[config.mk]
export PLATFORM = sky130hd
export DESIGN_NAME = decoration_sequencer
export DESIGN_NICKNAME = d
export VERILOG_FILES = /design/src/rtl/decoration_sequencer.sv
export SDC_FILE = /design/constraint.sdc
export NUM_CORES = 1
export LEC_CHECK = 0
export CORE_MARGIN = 1.5
export CORE_UTILIZATION = 45
export DETAILED_ROUTE_END_ITERATION = 16
export PLACE_DENSITY = 0.81
export SYNTH_ARGS = -nofsm -noshare
export SYNTH_HDL_FRONTEND = slang
export SYNTH_SLANG_ARGS = --single-unit
[constraint.sdc]
create_clock -name clk -period 2.46 [get_ports clk]
set_input_delay 0.246 -clock clk [delete_from_list [all_inputs] [get_ports clk]]
set_output_delay 0.246 -clock clk [all_outputs]
set_load 0.005 [all_outputs]
[src/rtl/decoration_sequencer.sv]
// decoration_sequencer
//   Walks the 4-channel opcode bank of the Halloween decoration and decodes
//   each opcode into colour, sound and movement actions. The 2-bit channel
//   pointer (select) drives the channel mux. Sound uses a req/ack handshake
//   with a timeout. A movement request is held for DWELL cycles.
//
// Ports
//   clk, rst_n      clock (rising edge), async active-low reset
//   start, stop     begin a pass at channel 0 / synchronous abort to idle
//   loop            1 = wrap from channel 3 back to 0, 0 = end after channel 3
//   data_in[15:0]   opcode bank, channel n = data_in[4n+3:4n]
//   ch_valid[3:0]   per-channel enable; invalid channels are skipped
//   sound_ack       sound unit accepted the request
//   select[1:0]     current channel pointer
//   busy            high whenever the sequencer is not idle
//   armed           set by ON, cleared by RESET
//   color[1:0], color_valid   decoded colour
//   sound_req, sound_id[1:0]  sound request, id stable while req is high
//   move_req[2:0]   one-hot movement: [0] wave, [1] jaw, [2] fog
//   err             sticky: illegal opcode or ack timeout
//
// state    | meaning
// ---------+-----------------------------------------------------------
// IDLE     | waiting for start
// SCAN     | test ch_valid[select], latch the opcode or skip the channel
// EXEC     | decode the latched opcode and act on it
// WAIT_ACK | sound_req high, waiting for sound_ack or timeout
// HOLD     | move_req high for the dwell time
module decoration_sequencer #(
  parameter int DWELL       = 4,
  parameter int ACK_TIMEOUT = 16
) (
  input  logic        clk,
  input  logic        rst_n,
  input  logic        start,
  input  logic        stop,
  input  logic        loop,
  input  logic [15:0] data_in,
  input  logic [3:0]  ch_valid,
  input  logic        sound_ack,
  output logic [1:0]  select,
  output logic        busy,
  output logic        armed,
  output logic [1:0]  color,
  output logic        color_valid,
  output logic        sound_req,
  output logic [1:0]  sound_id,
  output logic [2:0]  move_req,
  output logic        err
);

  localparam int TMAX = (DWELL > ACK_TIMEOUT) ? DWELL : ACK_TIMEOUT;
  localparam int TW   = (TMAX > 1) ? $clog2(TMAX) : 1;
  // Both timers are down-counters: loaded with N-1, terminal count at 0.
  // For the ack wait this is equivalent to counting up from 0 to ACK_TIMEOUT-1.
  localparam logic [TW-1:0] ACK_LOAD   = TW'(ACK_TIMEOUT - 1);
  localparam logic [TW-1:0] DWELL_LOAD = TW'(DWELL - 1);

  typedef enum logic [2:0] {
    S_IDLE,
    S_SCAN,
    S_EXEC,
    S_WAIT_ACK,
    S_HOLD
  } state_t;

  state_t          state_q, state_d;
  logic [1:0]      select_q, select_d;
  logic [3:0]      op_q, op_d;
  logic            armed_q, armed_d;
  logic [1:0]      color_q, color_d;
  logic            color_valid_q, color_valid_d;
  logic            sound_req_q, sound_req_d;
  logic [1:0]      sound_id_q, sound_id_d;
  logic [2:0]      move_req_q, move_req_d;
  logic            err_q, err_d;
  logic [TW-1:0]   timer_q, timer_d;

  logic [1:0] op_class;
  logic [1:0] op_code;
  logic       op_illegal;
  logic       advance;

  assign op_class   = op_q[3:2];
  assign op_code    = op_q[1:0];
  assign op_illegal = (op_code == 2'b11) || ((op_class == 2'b00) && (op_code == 2'b10));

  always_ff @(posedge clk or negedge rst_n) begin
    if (!rst_n) begin
      state_q       <= S_IDLE;
      select_q      <= 2'd0;
      op_q          <= 4'd0;
      armed_q       <= 1'b0;
      color_q       <= 2'd0;
      color_valid_q <= 1'b0;
      sound_req_q   <= 1'b0;
      sound_id_q    <= 2'd0;
      move_req_q    <= 3'd0;
      err_q         <= 1'b0;
      timer_q       <= '0;
    end else begin
      state_q       <= state_d;
      select_q      <= select_d;
      op_q          <= op_d;
      armed_q       <= armed_d;
      color_q       <= color_d;
      color_valid_q <= color_valid_d;
      sound_req_q   <= sound_req_d;
      sound_id_q    <= sound_id_d;
      move_req_q    <= move_req_d;
      err_q         <= err_d;
      timer_q       <= timer_d;
    end
  end

  always_comb begin
    state_d       = state_q;
    select_d      = select_q;
    op_d          = op_q;
    armed_d       = armed_q;
    color_d       = color_q;
    color_valid_d = color_valid_q;
    sound_req_d   = sound_req_q;
    sound_id_d    = sound_id_q;
    move_req_d    = move_req_q;
    err_d         = err_q;
    timer_d       = timer_q;
    advance       = 1'b0;

    if (stop && (state_q != S_IDLE)) begin
      // Abort wins over everything; armed/colour/err are left untouched.
      state_d     = S_IDLE;
      sound_req_d = 1'b0;
      move_req_d  = 3'd0;
    end else begin
      case (state_q)
        S_IDLE: begin
          if (start && !stop) begin
            select_d = 2'd0;
            err_d    = 1'b0;
            state_d  = S_SCAN;
          end
        end

        S_SCAN: begin
          if (ch_valid[select_q]) begin
            op_d    = data_in[{select_q, 2'b00} +: 4];
            state_d = S_EXEC;
          end else begin
            advance = 1'b1;
          end
        end

        S_EXEC: begin
          if (op_q == 4'b0000) begin
            armed_d = 1'b1;
            advance = 1'b1;
          end else if (op_q == 4'b0001) begin
            // RESET ends the pass immediately; select keeps its value.
            armed_d       = 1'b0;
            color_valid_d = 1'b0;
            color_d       = 2'd0;
            state_d       = S_IDLE;
          end else if (op_illegal) begin
            err_d   = 1'b1;
            advance = 1'b1;
          end else if (!armed_q) begin
            advance = 1'b1;
          end else begin
            case (op_class)
              2'b01: begin
                color_d       = op_code;
                color_valid_d = 1'b1;
                advance       = 1'b1;
              end
              2'b10: begin
                sound_req_d = 1'b1;
                sound_id_d  = op_code;
                timer_d     = ACK_LOAD;
                state_d     = S_WAIT_ACK;
              end
              2'b11: begin
                move_req_d = 3'b001 << op_code;
                timer_d    = DWELL_LOAD;
                state_d    = S_HOLD;
              end
              default: advance = 1'b1;
            endcase
          end
        end

        S_WAIT_ACK: begin
          // An ack on the terminal cycle takes priority over the timeout.
          if (sound_ack) begin
            sound_req_d = 1'b0;
            advance     = 1'b1;
          end else if (timer_q == '0) begin
            sound_req_d = 1'b0;
            err_d       = 1'b1;
            advance     = 1'b1;
          end else begin
            timer_d = timer_q - 1'b1;
          end
        end

        S_HOLD: begin
          if (timer_q == '0) begin
            move_req_d = 3'd0;
            advance    = 1'b1;
          end else begin
            timer_d = timer_q - 1'b1;
          end
        end

        default: state_d = S_IDLE;
      endcase

      if (advance) begin
        if ((select_q == 2'd3) && !loop) begin
          state_d = S_IDLE;
        end else begin
          select_d = select_q + 2'd1;
          state_d  = S_SCAN;
        end
      end
    end
  end

  assign select      = select_q;
  assign busy        = (state_q != S_IDLE);
  assign armed       = armed_q;
  assign color       = color_q;
  assign color_valid = color_valid_q;
  assign sound_req   = sound_req_q;
  assign sound_id    = sound_id_q;
  assign move_req    = move_req_q;
  assign err         = err_q;

endmodule

==> results of run 1 <==
==> layout make-up <==
class	instances	area share [%]
multi-input combinational	111	41.6
sequential	24	30.0
timing repair buffer	44	21.4
tap	44	2.75
inverter	9	1.69
clock inverter	1	1.50
clock buffer	3	1.12
==> cells in the final DEF, fill, tap and decap left out, types with 3 or more instances in the layout <==
cell             count
o22a_1               6
clkbuf_4             3
mux2_2               9
mux4_2               5
a31oi_1              4
nand2_1             12
buf_4                5
clkdlybuf4s50_1     39
dfrtp_1             24
nor3_1               8
a21oi_1              8
o21ai_0              8
inv_1                9
nor2_1              16
==> path summary, 6_finish.rpt <==
path	startpoint	endpoint
worst max-delay path	state_q[0]	timer_q[3]
worst min-delay path	rst_n	color[1]
worst max register to register	state_q[0]	timer_q[3]
worst min register to register	color[0]	color[0]
max in group asynchronous	rst_n	select[0]
min in group clk	color[0]	color[0]
==> worst max-delay path, delay by kind of cell (launching register included) <==
family | cells | cell delay [ns]
AND/OR/NAND/NOR | 3 | 0.80
AO/OA/AOI/OAI | 3 | 0.61
flip-flops | 1 | 0.67
==> per-layer routing <==
metal,routed length [um],share of wire (%),track usage [%],vias up
met5,0,0,0,-
met4,38,1.1,6.21,0
met3,243,6.8,3.78,5
met2,1790,50,36.6,62
met1,1490,42,29.0,642
li1,-,-,-,643
==> metrics by stage <==
stage          std cells  util, %  power (mW)  hold slack (ns)  cell area [sq um]
2_1_floorplan        153        -        1.32          -0.0496               1520
3_3_place_gp         232     62.4        1.66            0.463               1950
3_5_place_dp         232     62.4        1.72            0.471               1950
4_1_cts              236     64.0        2.01            0.266               2000
5_1_grt              236     64.0        2.15            0.295               2000
6_report             236     64.0        2.01            0.248               2000
==> cells by family after synthesis <==
kind of cell / Yosys count / share of synthesized area (%)
AO/OA/AOI/OAI: 41 / 19.3
multiplexers: 15 / 14.9
buffers and inverters: 18 / 5.44
flip-flops: 24 / 39.6
AND/OR/NAND/NOR: 53 / 19.1
adder cells (fa/ha/maj): 2 / 1.65
==> power by group through the flow <==
stage / registers (mW) / logic (mW) / clock network [mW]
final: 0.728 / 0.992 / 0.294
after global routing: 0.762 / 1.09 / 0.304
after CTS: 0.730 / 0.987 / 0.291
after detailed placement: 0.739 / 0.980 / 0
after global placement: 0.718 / 0.942 / 0
after floorplan: 0.665 / 0.658 / 0
==> registers in the layout, summed over array words and instances (netlist names) <==
name / count
armed: 1
color: 2
color_valid: 1
err: 1
move_req: 3
op_q: 4
select: 2
sound_id: 2
sound_req: 1
state_q: 3
timer_q: 4
==> Yosys cell counts (all sizes together), types with 2 or more instances <==
cell	number
dfrtp	24
nor2	16
nand2	13
mux2	10
a21oi	9
inv	9
nor3	9
o21ai	9
o22a	6
buf	5
mux4	5
a31oi	4
clkbuf	4
nand3b	3
ha	2
nor3b	2
o22ai	2
o31ai	2
==> summary.txt, run 1 <==
status = finished, final reports clean
worst vdd ir = 0.000506 V
final period demand of the worst path = 2.12 ns
post-synth top area cell = dfrtp_1
Synth Register Bits = 24
r2r worst-path depth = 6
Synth Cell Area = 1520 sq um
CTS tree = done
Vert. Die Dim = 61.1 um
vias in the first global route = 1338
Seq. cell area = 601 sq um
top cells by area, synth = dfrtp_1, mux4_2, mux2_2
Num CTS Buffers = 3
drt total wl = 3.55 mm
First-pass DRT Iterations = 4
unrepaired setup endpoints after global routing = no
P_int = 1.27 mW
TNS Setup = 0 ns
initial antenna violation count = 0
ant diodes = 0
DRC Markers = 0
final slew viol count = 0
area share of the largest cell type after synthesis = 39.6%
Worst Tran Pin Value = 0.486 ns
Root Driver = clkbuf_4
critical-path cell list = or3b_4, nand2_4, a32o_2, or3_4, o21ba_1, o22a_1
PortBufs = 39
CTS Buffer Depth = 2
Final Hold Vio Count = 0
flop-to-flop setup slack = 0.34 ns
Initial Util = 48.5%
Worst Setup Start Kind = flop
GRT overflow = 0
Cells after Synth = 153
Worst-Skew Late Latency = 0.33 ns
maximum clock frequency = 0.472 GHz
CP max-delay cell = dfrtp_1
P_sw = 0.744 mW
clock skew = 0.00644 ns
most used flip-flop cell after synthesis = dfrtp_1
Setup violations, final = 0
final setup margin = 0.340 ns
Multi-input gate area = 833 sq um
layout cell share with drive strength beyond 1 = 17.2%
Critical Path Max Stage Delay = 0.67 ns
wire per inst = 15.1 um
pre-CTS setup slack = 0.373 ns
Synth async-reset ratio = 100%
vias = 1352
worst rel slew slack = 67.6%
Max-Cap Viols = 0
P&R area growth vs syn = 32.1%
FILL cells = 270
part of the power in registers = 36.1%
dpl hpwl = 2.82 mm
NumNets Final = 221
Total GRT Usage = 21.8%
CP Max Fanout = 17
syn_nets = 181
antenna-violating nets left = 0
Setup CP Type = flop to flop
Site Rows = 20
Die Area = 3730 sq um
PwrDens = 1000 nW/um^2
sequential share of the synthesized area = 39.6%
Die Wd = 61.1 um
Comb pwr share = 49.3%
routability congestion estimate = 0.879
EDFF count, synth = 0
Mean Syn Cell Area = 9.91 sq um
switch share = 37.0%
Crit. End Element = flop
Clock power frac = 14.6%
post-synth cell types = 45
total clock sinks = 24
largest net degree at the start of global routing = 25
worst path arrival time = 2.40 ns
Final period util = 86.2%
H-tree levels = 1
postcts setup bufs = 0
# resized after CTS = 0
leak pwr = 0.851 nW
CTS clock-pin slew for the worst setup and hold paths = 0.14 ns
Vias/cell = 5.73
Critical Path RT = 2.74 ns
initial drt markers = 73
worst hold path type = input port to async pin
first-pass GRT wire length = 6.01 mm
warnings from Yosys = 0
Hold-fix buffers, CTS = 0
core box area = 3130 sq um
Top Ports = 40
Power figures use the tool's default switching activity.
==> run 2, diff against run 1 <==
--- a/config.mk
+++ b/config.mk
@@ -5,6 +5,7 @@
 export SDC_FILE = /design/constraint.sdc
 export NUM_CORES = 1
 export LEC_CHECK = 0
+export CORE_ASPECT_RATIO = 2
 export CORE_MARGIN = 1.5
 export CORE_UTILIZATION = 45
 export DETAILED_ROUTE_END_ITERATION = 16
==> run 2 against run 1 <==
  * Critical path type unchanged
  * Combinational power is 8% higher
  * Register-to-register slack worse by 0.09 ns
  * Critical path depth rose by 2
  * Critical endpoint is now select[1]
  * Setup slack worse by 0.091 ns
  * Sequential power shrank 5.5%
  * Via count increased by 1.6%
  * Clock-buffer cell count is the same
  * Flip-flop and latch count unchanged
  * Clock power grew 20%
==> summary.txt, run 2 (synthesized netlist as in run 1, its figures left out) <==
postcts setup bufs = 0
tightest hold margin = 0.323 ns
most common cell after layout, fill and taps aside = clkdlybuf4s50_1
GRT overflow = 0
CTS clock-pin slew for the worst setup and hold paths = 0.09 ns
Core Util, Final = 63.3%
worst rel slew slack = 63.9%
H-tree levels = 1
worst hold path type = input port to async pin
Seq. cell area = 601 sq um
CTS Buffer Depth = 2
clock skew = 0.00337 ns
status = finished, final reports clean
Num CTS Buffers = 3
Vert. Die Dim = 85.1 um
worst vdd ir = 0.000522 V
final setup margin = 0.248 ns
Vias/cell = 6.11
Worst Setup Start Kind = flop
PwrDens = 1040 nW/um^2
final slew viol count = 0
Root Driver = clkbuf_8
CTS tree = done
CP max-delay cell = nor3_1
vias in the first global route = 1428
Crit path depth = 8
initial antenna violation count = 0
# resized after CTS = 0
routability congestion estimate = 0.868
worst path arrival time = 2.39 ns
Top Ports = 40
r2r worst-path depth = 8
first-pass GRT wire length = 6.27 mm
Total GRT Usage = 22.3%
most frequent cells in the layout = clkdlybuf4s50_1, dfrtp_1, nor2_1
PortBufs = 39
Hold-fix buffers, CTS = 0
Setup violations, final = 0
Final Hold Vio Count = 0
largest net degree at the start of global routing = 25
CP most frequent cell = inv_1
Final period util = 89.9%
pre-CTS setup slack = 0.301 ns
vias = 1374
Multi-input gate area = 833 sq um
leak pwr = 0.868 nW
Site Rows = 29
drt total wl = 3.88 mm
Crit. End Element = flop
Largest regs = op_q (4), timer_q (4)
kind of cell adding the most delay to the critical path = compound AO/OA/AOI/OAI gates
DRC Markers = 0
Initial Util = 47.5%
final period demand of the worst path = 2.21 ns
TNS Setup = 0 ns
Worst Tran Pin Value = 0.537 ns
core box area = 3190 sq um
Die Area = 3750 sq um
NumNets Final = 223
CP Max Fanout = 6
critical-path cell list = inv_1, ha_1, inv_1, nor3_1, a32o_2, nor3_4, a211o_1, a221oi_2
layout cell share with drive strength beyond 1 = 18.0%
maximum clock frequency = 0.452 GHz
Critical Path Max Stage Delay = 0.48 ns
First-pass DRT Iterations = 5
P&R area growth vs syn = 33.3%
unrepaired setup endpoints after global routing = no
FILL cells = 255
Critical Path RT = 2.64 ns
total clock sinks = 24
worst path bufs/invs = 2
Die Wd = 44.1 um
Worst-Skew Late Latency = 0.27 ns
antenna-violating nets left = 0
dpl hpwl = 3.08 mm
Max-Cap Viols = 0
initial drt markers = 33
Setup CP Type = flop to flop
ant diodes = 0
wire per inst = 17.2 um
## run 2: cell types whose count changed in the layout (fill, tap and decap cells not counted), sizes merged
cell | before | now
buf | 5 | 7
## run 2: stage by stage
step | cell area, sq um | cells | power [mW]
finish | 2020 | 225 | 2.11
global route | 2020 | 225 | 2.24
CTS | 2020 | 225 | 2.11
detailed placement | 1950 | 221 | 1.76
global placement | 1950 | 221 | 1.71
floorplan | 1520 | 153 | 1.32
## run 2: layer usage
layer  wire [um]  track usage [%]  vias up
li1            -                -      645
met1        1280             21.4      661
met2        2310             42.5       52
met3         136             2.13       16
met4         153             12.4        0
met5           0                0        -
## run 2: worst reg2reg max path: stages (launching register included)
cell and delay (ns):
dfrtp_1 0.40, inv_1 0.11, ha_1 0.18, inv_1 0.07, nor3_1 0.48, a32o_2 0.27
nor3_4 0.08, a211o_1 0.30, a221oi_2 0.24
## run 2: power breakdown
group | internal, mW | switching [mW] | leakage [nW]
combinational | 0.579 | 0.490 | 0.529
clock | 0.218 | 0.134 | 0.0357
sequential | 0.552 | 0.136 | 0.304
## run 2: layout make-up
cell class / instances / share of cell area (%)
flip-flops and latches: 24 / 29.7
clock inverters: 1 / 1.49
inverters: 9 / 1.67
multi-input cells: 111 / 41.2
well taps: 31 / 1.92
clock buffers: 3 / 2.04
repair buffers: 46 / 21.9
## run 2: path summary, 6_finish.rpt
kind	startpoint	to	slack [ns]
setup / recovery	timer_q[0]	select[1]	0.25
hold / removal	rst_n	timer_q[2]	0.32
setup reg to reg	timer_q[0]	select[1]	0.25
hold reg to reg	color[0]	color[0]	0.48
max in group asynchronous	rst_n	timer_q[3]	1.89
min in group clk	color[0]	color[0]	0.48
